==> config.mk <==
export PLATFORM = sky130hd
export DESIGN_NAME = btn_pulse_gen
export DESIGN_NICKNAME = d
export VERILOG_FILES = /design/src/rtl/btn_pulse_gen.sv
export SDC_FILE = /design/constraint.sdc
export NUM_CORES = 1
export LEC_CHECK = 0
export ABC_AREA = 1
export CAP_MARGIN = 0
export CORE_MARGIN = 4
export CORE_UTILIZATION = 50
export DETAILED_ROUTE_END_ITERATION = 6
export PLACE_DENSITY = 0.74
export SLEW_MARGIN = 20
export SYNTH_ARGS = -nofsm -noshare
export SYNTH_HDL_FRONTEND = slang
export SYNTH_SLANG_ARGS = --single-unit
==> constraint.sdc <==
create_clock -name CLK100MHZ -period 2 [get_ports CLK100MHZ]
set_input_delay 0.2 -clock CLK100MHZ [delete_from_list [all_inputs] [get_ports CLK100MHZ]]
set_output_delay 0.2 -clock CLK100MHZ [all_outputs]
set_load 0.02 [all_outputs]
==> src/rtl/btn_pulse_gen.sv <==
// Debounced button pulse generator: two independent channels (centre/down) with
// one-cycle pulses, level outputs and mutual suppression. Optional auto-repeat: BTN_AUTO_REPEAT_EN.

module btn_debounce_ch #(
  parameter int unsigned CNT_W           = 1,
  parameter int unsigned DEBOUNCE_CYCLES = 1
`ifdef BTN_AUTO_REPEAT_EN
  ,
  parameter int unsigned REPEAT_DELAY    = 1,
  parameter int unsigned REPEAT_PERIOD   = 1
`endif
) (
  input  logic clk,
  input  logic rst,
  input  logic raw,
  output logic evt,
  output logic level
);

  typedef enum logic [1:0] {
    IDLE,
    PRESS_WAIT,
    PRESSED,
    RELEASE_WAIT
  } state_e;

  localparam logic [CNT_W-1:0] DEB_LAST = CNT_W'(DEBOUNCE_CYCLES - 1);
  localparam logic [CNT_W-1:0] CNT_ONE  = CNT_W'(1);

  state_e           state_q, state_d;
  logic [1:0]       sync_q, sync_d;
  logic [CNT_W-1:0] cnt_q, cnt_d;
  logic             evt_q, evt_d;
  logic             level_q, level_d;
  logic             synced;

`ifdef BTN_AUTO_REPEAT_EN
  localparam logic [CNT_W-1:0] DLY_LAST = CNT_W'(REPEAT_DELAY - 1);
  localparam logic [CNT_W-1:0] PER_LAST = CNT_W'(REPEAT_PERIOD - 1);
  // Low while waiting out the initial delay, high once in the periodic phase.
  logic rpt_phase_q, rpt_phase_d;
`endif

  assign synced = sync_q[1];

  always_comb begin
    // NOTE: every always_comb output gets a default first, so no path can infer a latch.
    sync_d  = {sync_q[0], raw};
    state_d = state_q;
    cnt_d   = cnt_q;
    evt_d   = 1'b0;
    level_d = (state_q == PRESSED) || (state_q == RELEASE_WAIT);
`ifdef BTN_AUTO_REPEAT_EN
    rpt_phase_d = rpt_phase_q;
`endif

    case (state_q)
      IDLE: begin
        if (synced) begin
          state_d = PRESS_WAIT;
          cnt_d   = '0;
        end
      end
      PRESS_WAIT: begin
        if (!synced) begin
          state_d = IDLE;
          cnt_d   = '0;
        end else if (cnt_q == DEB_LAST) begin
          state_d = PRESSED;
          cnt_d   = '0;
          evt_d   = 1'b1;
`ifdef BTN_AUTO_REPEAT_EN
          rpt_phase_d = 1'b0;
`endif
        end else begin
          cnt_d = cnt_q + CNT_ONE;
        end
      end
      PRESSED: begin
        if (!synced) begin
          state_d = RELEASE_WAIT;
          cnt_d   = '0;
        end
`ifdef BTN_AUTO_REPEAT_EN
        // The idle debounce counter doubles as the repeat timer while held.
        else if (cnt_q == (rpt_phase_q ? PER_LAST : DLY_LAST)) begin
          cnt_d       = '0;
          evt_d       = 1'b1;
          rpt_phase_d = 1'b1;
        end else begin
          cnt_d = cnt_q + CNT_ONE;
        end
`endif
      end
      RELEASE_WAIT: begin
        if (synced) begin
          state_d = PRESSED;
          cnt_d   = '0;
`ifdef BTN_AUTO_REPEAT_EN
          rpt_phase_d = 1'b0;
`endif
        end else if (cnt_q == DEB_LAST) begin
          state_d = IDLE;
          cnt_d   = '0;
        end else begin
          cnt_d = cnt_q + CNT_ONE;
        end
      end
      default: begin
        state_d = IDLE;
        cnt_d   = '0;
      end
    endcase
  end

  // NOTE: sequential state uses non-blocking assignments only; reset here is asynchronous and active-high.
  always_ff @(posedge clk or posedge rst) begin
    if (rst) begin
      state_q <= IDLE;
      sync_q  <= '0;
      cnt_q   <= '0;
      evt_q   <= 1'b0;
      level_q <= 1'b0;
`ifdef BTN_AUTO_REPEAT_EN
      rpt_phase_q <= 1'b0;
`endif
    end else begin
      state_q <= state_d;
      sync_q  <= sync_d;
      cnt_q   <= cnt_d;
      evt_q   <= evt_d;
      level_q <= level_d;
`ifdef BTN_AUTO_REPEAT_EN
      rpt_phase_q <= rpt_phase_d;
`endif
    end
  end

  assign evt   = evt_q;
  assign level = level_q;

endmodule

module btn_pulse_gen #(
  parameter int unsigned DEBOUNCE_CYCLES = 1000000,
  parameter int unsigned REPEAT_DELAY    = 50000000,
  parameter int unsigned REPEAT_PERIOD   = 20000000
) (
  input  logic CLK100MHZ,
  input  logic CPU_RESETN,
  input  logic BTNC_RAW,
  input  logic BTND_RAW,
  output logic BTNC,
  output logic BTND,
  output logic btnc_level,
  output logic btnd_level
);

  localparam int unsigned MAX_RPT = (REPEAT_DELAY > REPEAT_PERIOD) ? REPEAT_DELAY : REPEAT_PERIOD;
  localparam int unsigned MAX_CYC = (DEBOUNCE_CYCLES > MAX_RPT) ? DEBOUNCE_CYCLES : MAX_RPT;
  localparam int unsigned CNT_W   = $clog2(MAX_CYC + 1);

  logic evt_c, evt_d;
  logic btnc_q, btnc_d;
  logic btnd_q, btnd_d;

  btn_debounce_ch #(
    .CNT_W           (CNT_W),
    .DEBOUNCE_CYCLES (DEBOUNCE_CYCLES)
`ifdef BTN_AUTO_REPEAT_EN
    ,
    .REPEAT_DELAY    (REPEAT_DELAY),
    .REPEAT_PERIOD   (REPEAT_PERIOD)
`endif
  ) u_ch_c (
    .clk   (CLK100MHZ),
    .rst   (CPU_RESETN),
    .raw   (BTNC_RAW),
    .evt   (evt_c),
    .level (btnc_level)
  );

  btn_debounce_ch #(
    .CNT_W           (CNT_W),
    .DEBOUNCE_CYCLES (DEBOUNCE_CYCLES)
`ifdef BTN_AUTO_REPEAT_EN
    ,
    .REPEAT_DELAY    (REPEAT_DELAY),
    .REPEAT_PERIOD   (REPEAT_PERIOD)
`endif
  ) u_ch_d (
    .clk   (CLK100MHZ),
    .rst   (CPU_RESETN),
    .raw   (BTND_RAW),
    .evt   (evt_d),
    .level (btnd_level)
  );

  // Coincident events are ambiguous to the sequencer, so both are dropped.
  always_comb begin
    btnc_d = evt_c & ~evt_d;
    btnd_d = evt_d & ~evt_c;
  end

  always_ff @(posedge CLK100MHZ or posedge CPU_RESETN) begin
    if (CPU_RESETN) begin
      btnc_q <= 1'b0;
      btnd_q <= 1'b0;
    end else begin
      btnc_q <= btnc_d;
      btnd_q <= btnd_d;
    end
  end

  assign BTNC = btnc_q;
  assign BTND = btnd_q;

endmodule
Yosys cells after proc, flatten, opt, wreduce, memory -nomap -nowiden
Cells that the tools add are included.
Operators by class
  add/subtract/negate cells: 2
  equal/unequal tests: 16
  muxes and demuxes: 32
  bitwise operators: 4
  reduce and logical (&&, ||, !) cells: 8
Operator list (count)
  $mux W26: 10
  $pmux W26 S4: 2
  $add A26 B1 Y26 const B: 2
  $eq A26 B20 Y1 const B: 2
  $mux W2: 12
  $pmux W2 S4: 2
  $eq A2 B2 Y1 const B: 4
  $reduce_and A4 Y1: 2
  $mux W1: 6
  $ne A3 B2 Y1 const B: 2
  $ne A3 B3 Y1 const B: 2
  $eq A2 B1 Y1 const B: 2
  $logic_not A2 Y1: 2
  $ne A2 B1 Y1 const B: 2
  $ne A2 B2 Y1 const B: 2
  $reduce_and A2 Y1: 2
  $and A1 B1 Y1: 2
  $logic_or A1 B1 Y1: 2
  $not A1 Y1: 2
Word-level totals
  register bits: 66
  input bits: 4
  output and inout bits: 4
  logic and storage cells: 74

Longest topological paths before layout
  depth after elaboration: 4
  gate-level depth with buffers: 10
  depth with buffers taken out: 10

Modules after synthesis
From an unflattened synthesis, not the netlist that was laid out.
Unflattened totals
  cells, all modules: 536
  area, all modules: 3877.5 µm²
By module, submodules not included
  btn_debounce_ch at u_ch_c: times used 1, cells each 284, area each 1968.1 µm², seq. area each 800.8 µm²
  btn_debounce_ch at u_ch_d: times used 1, cells each 245, area each 1840.5 µm², seq. area each 800.8 µm²
  btn_pulse_gen: times used 1, cells each 7, area each 68.8 µm², seq. area each 50.0 µm²

Least setup slack after synthesis
No wires, ideal clock.
  path kind: reg2reg
  start: register u_ch_d.cnt_q[0]
  end: register u_ch_d.cnt_q[15]
  library setup time: 0.119 ns
  arrival: 1.377 ns
  required time: 1.881 ns
  path slack: 0.504 ns
  cell stages (with the launch flop): 10
  buffers on the path: 1
  clock period less this slack: 1.496 ns
  path through: dfrtp_1 -> ha_1 -> nand2_2 -> nor2_4 -> nand3_4 -> nor2_4 -> nor2_4 -> buf_12 -> nand3_2 -> o21ai_2
Between the ends
  cells in the longest elaborated chain, start to end: 4
  elaborated cells on any way between the ends: 6
  classes of those cells: add/sub: 1; eq/ne: 1; mux: 4
RTL lines
  from (decl): line 32  | logic [CNT_W-1:0] cnt_q, cnt_d;
  from (signal assigned): line 130  | cnt_q <= cnt_d;
  $add A26 B1 Y26 or $eq A26 B20 Y1 (tied branches)
  $mux W26 *: line 68, 102
  $mux W26 (on tied branches): line 96, 65
  $pmux W26 S4 *: line 57  | case (state_q)
Mark *: on every way between the ends. The rest lies on a longest branch, timed or not.
A chain may end at the register's enable or synchronous reset.

Final worst setup path
  start: register u_ch_c.cnt_q[0]
  end: register u_ch_c.cnt_q[3]
Between the ends
  cells in the longest elaborated chain, start to end: 4
  elaborated cells on any way between the ends: 6
  classes of those cells: add/sub: 1; eq/ne: 1; mux: 4
RTL lines (line)
  from (decl): 32
  from (signal assigned): 130
  $add A26 B1 Y26 or $eq A26 B20 Y1 (tied branches)
  $mux W26 *: 68, 102
  $mux W26 (on tied branches): 96, 65
  $pmux W26 S4 *: 57
Marked as above.

==> impl_metrics.ini <==
[pwr]
p_seq_frac = 0.457
leakagePower_nw = 1.887
ir_drop_uv = 289.9
p_int_mw = 2.373
p_sw_frac = 0.2034
p_per_area_mw_per_mm2 = 688.8
p_comb_frac = 0.044
p_switching_mw = 0.6058
clockPowerShare = 0.499

[timing]
tightest_slew_ns = 0.5461
fmax_ghz = 0.5632
final_max_slew_viol_count = 0
finalHoldViolCount = 0
clock_skew_ns = 0.007931
post-route-period-util = 0.8879
relSlewSlack = 0.6354
rsz0062_at_grt = false
setup_viol_count_final = 0
tns_ns = 0
min_period_ns = 1.776

[clocking]
cts_resized = 0
clkSinkCount = 66
htreeDepth = 3
numCtsBuffers = 9
clk_pin_slew_ns = 0.07
post-cts-setup-buffers = 0
root_buffer = clkbuf_8
cts_hold_buf = 0
clk_latency_ns = 0.34
tritoncts = built
ctsLongestPathBuffers = 2

[floorplanning]
initial_utilization = 0.5231
coreArea_mm2 = 0.007408
dieArea_mm2 = 0.009223
rows = 31
ios = 8
die_w_um = 96.04
die_y_um = 96.04

[yosys]
yosys-top-cells-area = dfrtp_1, nand2_1, nor2_1
syn_inst = 520
ys_seq_area_frac = 0.4262
ys_ff_latch = 66
syn_area_per_cell_um2 = 7.452
netlist.area_leader.share = 0.4262
yosys.cell_types.count = 34
synth.largest_area_cell = dfrtp_1
synth_warnings = 0
synth_nets = 526
synth_area_mm2 = 0.003875

[worst_setup_path]
path_class = reg2reg
crit_fanout = 8
cp-end-kind = flip-flop
cp-start-kind = flip-flop
required_ns = 2.23
critical_path_arrival_ns = 2.00

[global_routing]
grt_util_all_layers = 0.2019
grt_max_degree = 25
gr-total-overflow = 0
grt_pass1_wl_um = 14430
grt_pass1_vias = 3111
antenna_found_initial = 0

[layout]
num_antenna_cells = 0
fin_cells = 637
nets = 539
final_common_cell = nand2_1
most-common-layout-cells = nand2_1, nor2_1, dfrtp_1
drive_above_1_share = 0.1301
area_delta_synth_final_pct = 11.59

[detailed_routing]
ant_nets = 0
avgViaCountPerCell = 5.207
wl_per_cell_um = 12.97
drtPass1Iterations = 5
drc = 0
via_count = 3317
wl_um = 8259
drtIter0Drc = 277

[outcome]
status = finished, final reports clean

[place]
dp_hpwl_um = 6033
globalplace.congestion = 0.9016
dp_cells = 621
portBuffers = 7

[worst_hold_path]
hold_path.class = in2async

[run]
maxCapViolCount = 0
critical path, cell delays in order (launching register included):
cell and delay, ns:
dfrtp_1 0.40, ha_1 0.22, nand2_1 0.07, nor2_1 0.21, nand2_1 0.09, nor2_1 0.11
nand3_1 0.13, nand2_2 0.13, nand2_1 0.12, clkinv_2 0.12, nor2_1 0.06
synthesized netlist by cell type:
cell type and instances:
inv_2 6, nand3_1 34, nor2_1 80, xnor2_1 6, buf_4 2, clkbuf_1 2
nand3_2 9, nand3b_1 3, o22ai_1 3, xor2_1 12, dfrtp_1 66, nand2_4 1
xnor2_2 2, nand2_1 151, clkinv_2 1, a21oi_1 14, nand2_2 6, a21oi_2 1
nor3b_1 1, o21ai_2 7, nand4_1 8, ha_1 2, o21ai_0 17, inv_1 51
buf_12 1, o21bai_1 1, nor2_2 8, buf_6 1, nor2_4 7, and2_1 1
nor3_1 5, buf_2 4, o21ai_1 6, nand3_4 1
registers in the layout, indices dropped and copies added, names as in the netlist, named ones only:
name / cells
u_ch_d.cnt_q: 26
BTNC: 1
u_ch_d.sync_q: 2
u_ch_c.sync_q: 2
u_ch_c.state_q: 1
u_ch_c.evt: 1
u_ch_c.cnt_q: 26
u_ch_c.level: 1
BTND: 1
u_ch_d.state_q: 1
u_ch_d.evt: 1
u_ch_d.level: 1
cell type report:
cell class / instances / area [µm²]
Fill cell: 654 / 3084
Multi-Input combinational cell: 386 / 1931
Sequential cell: 66 / 1652
Inverter: 58 / 219.0
Clock buffer: 11 / 141.4
Timing Repair Buffer: 12 / 132.6
Clock inverter: 5 / 125.1
Tap cell: 99 / 123.9
per-layer routing:
layer,up-vias,part of all wire,global-route usage
li1,1667,-,-
met1,1556,0.49,0.2802
met2,84,0.45,0.3111
met3,10,0.049,0.05395
met4,0,0.0080,0.05450
met5,-,0,0
cells by family (layout without fill, tap and decap cells):
family	after synthesis	in the layout	share of synthesized area
AND/OR/NAND/NOR	315	315	0.3700
buffers and inverters	68	86	0.07555
flip-flops	66	66	0.4262
AO/OA/AOI/OAI	49	49	0.07265
XOR/XNOR	20	20	0.04908
adder cells (fa/ha/maj)	2	2	0.006457
metrics by stage:
step	hold WS [ns]	setup slack [ns]	area (µm²)	power, mW	utilization
2_1_floorplan	0.2314	0.1452	3875	1.477	-
3_3_place_gp	0.3440	0.3280	4058	1.514	0.5477
3_5_place_dp	0.3524	0.2484	4058	1.518	0.5477
4_1_cts	0.2441	0.2314	4324	3.003	0.5837
5_1_grt	0.2732	0.01761	4324	3.090	0.5837
6_report	0.2220	0.2243	4324	2.978	0.5837
power groups by stage:
stage	Clock, mW	Combinational, mW	Sequential, mW
final	1.49	0.130	1.36
after global routing	1.58	0.148	1.36
after CTS	1.51	0.134	1.36
after detailed placement	0	0.132	1.39
after global placement	0	0.129	1.38
after floorplan	0	0.0943	1.38
worst paths after layout:
path                             startpoint                to  slack, ns  cells after the start
min                              CPU_RESETN  u_ch_c.sync_q[0]       0.22                      2
max reg2reg                 u_ch_c.cnt_q[0]   u_ch_c.cnt_q[3]       0.22                     10
max in group asynchronous        CPU_RESETN   u_ch_d.cnt_q[2]       1.26                      3
max                         u_ch_c.cnt_q[0]   u_ch_c.cnt_q[3]       0.22                     10
min reg2reg                u_ch_d.sync_q[0]  u_ch_d.sync_q[1]       0.37                      0
min in group CLK100MHZ             BTND_RAW  u_ch_d.sync_q[0]       0.32                      1
No activity file was read; power rests on OpenSTA's default activity.
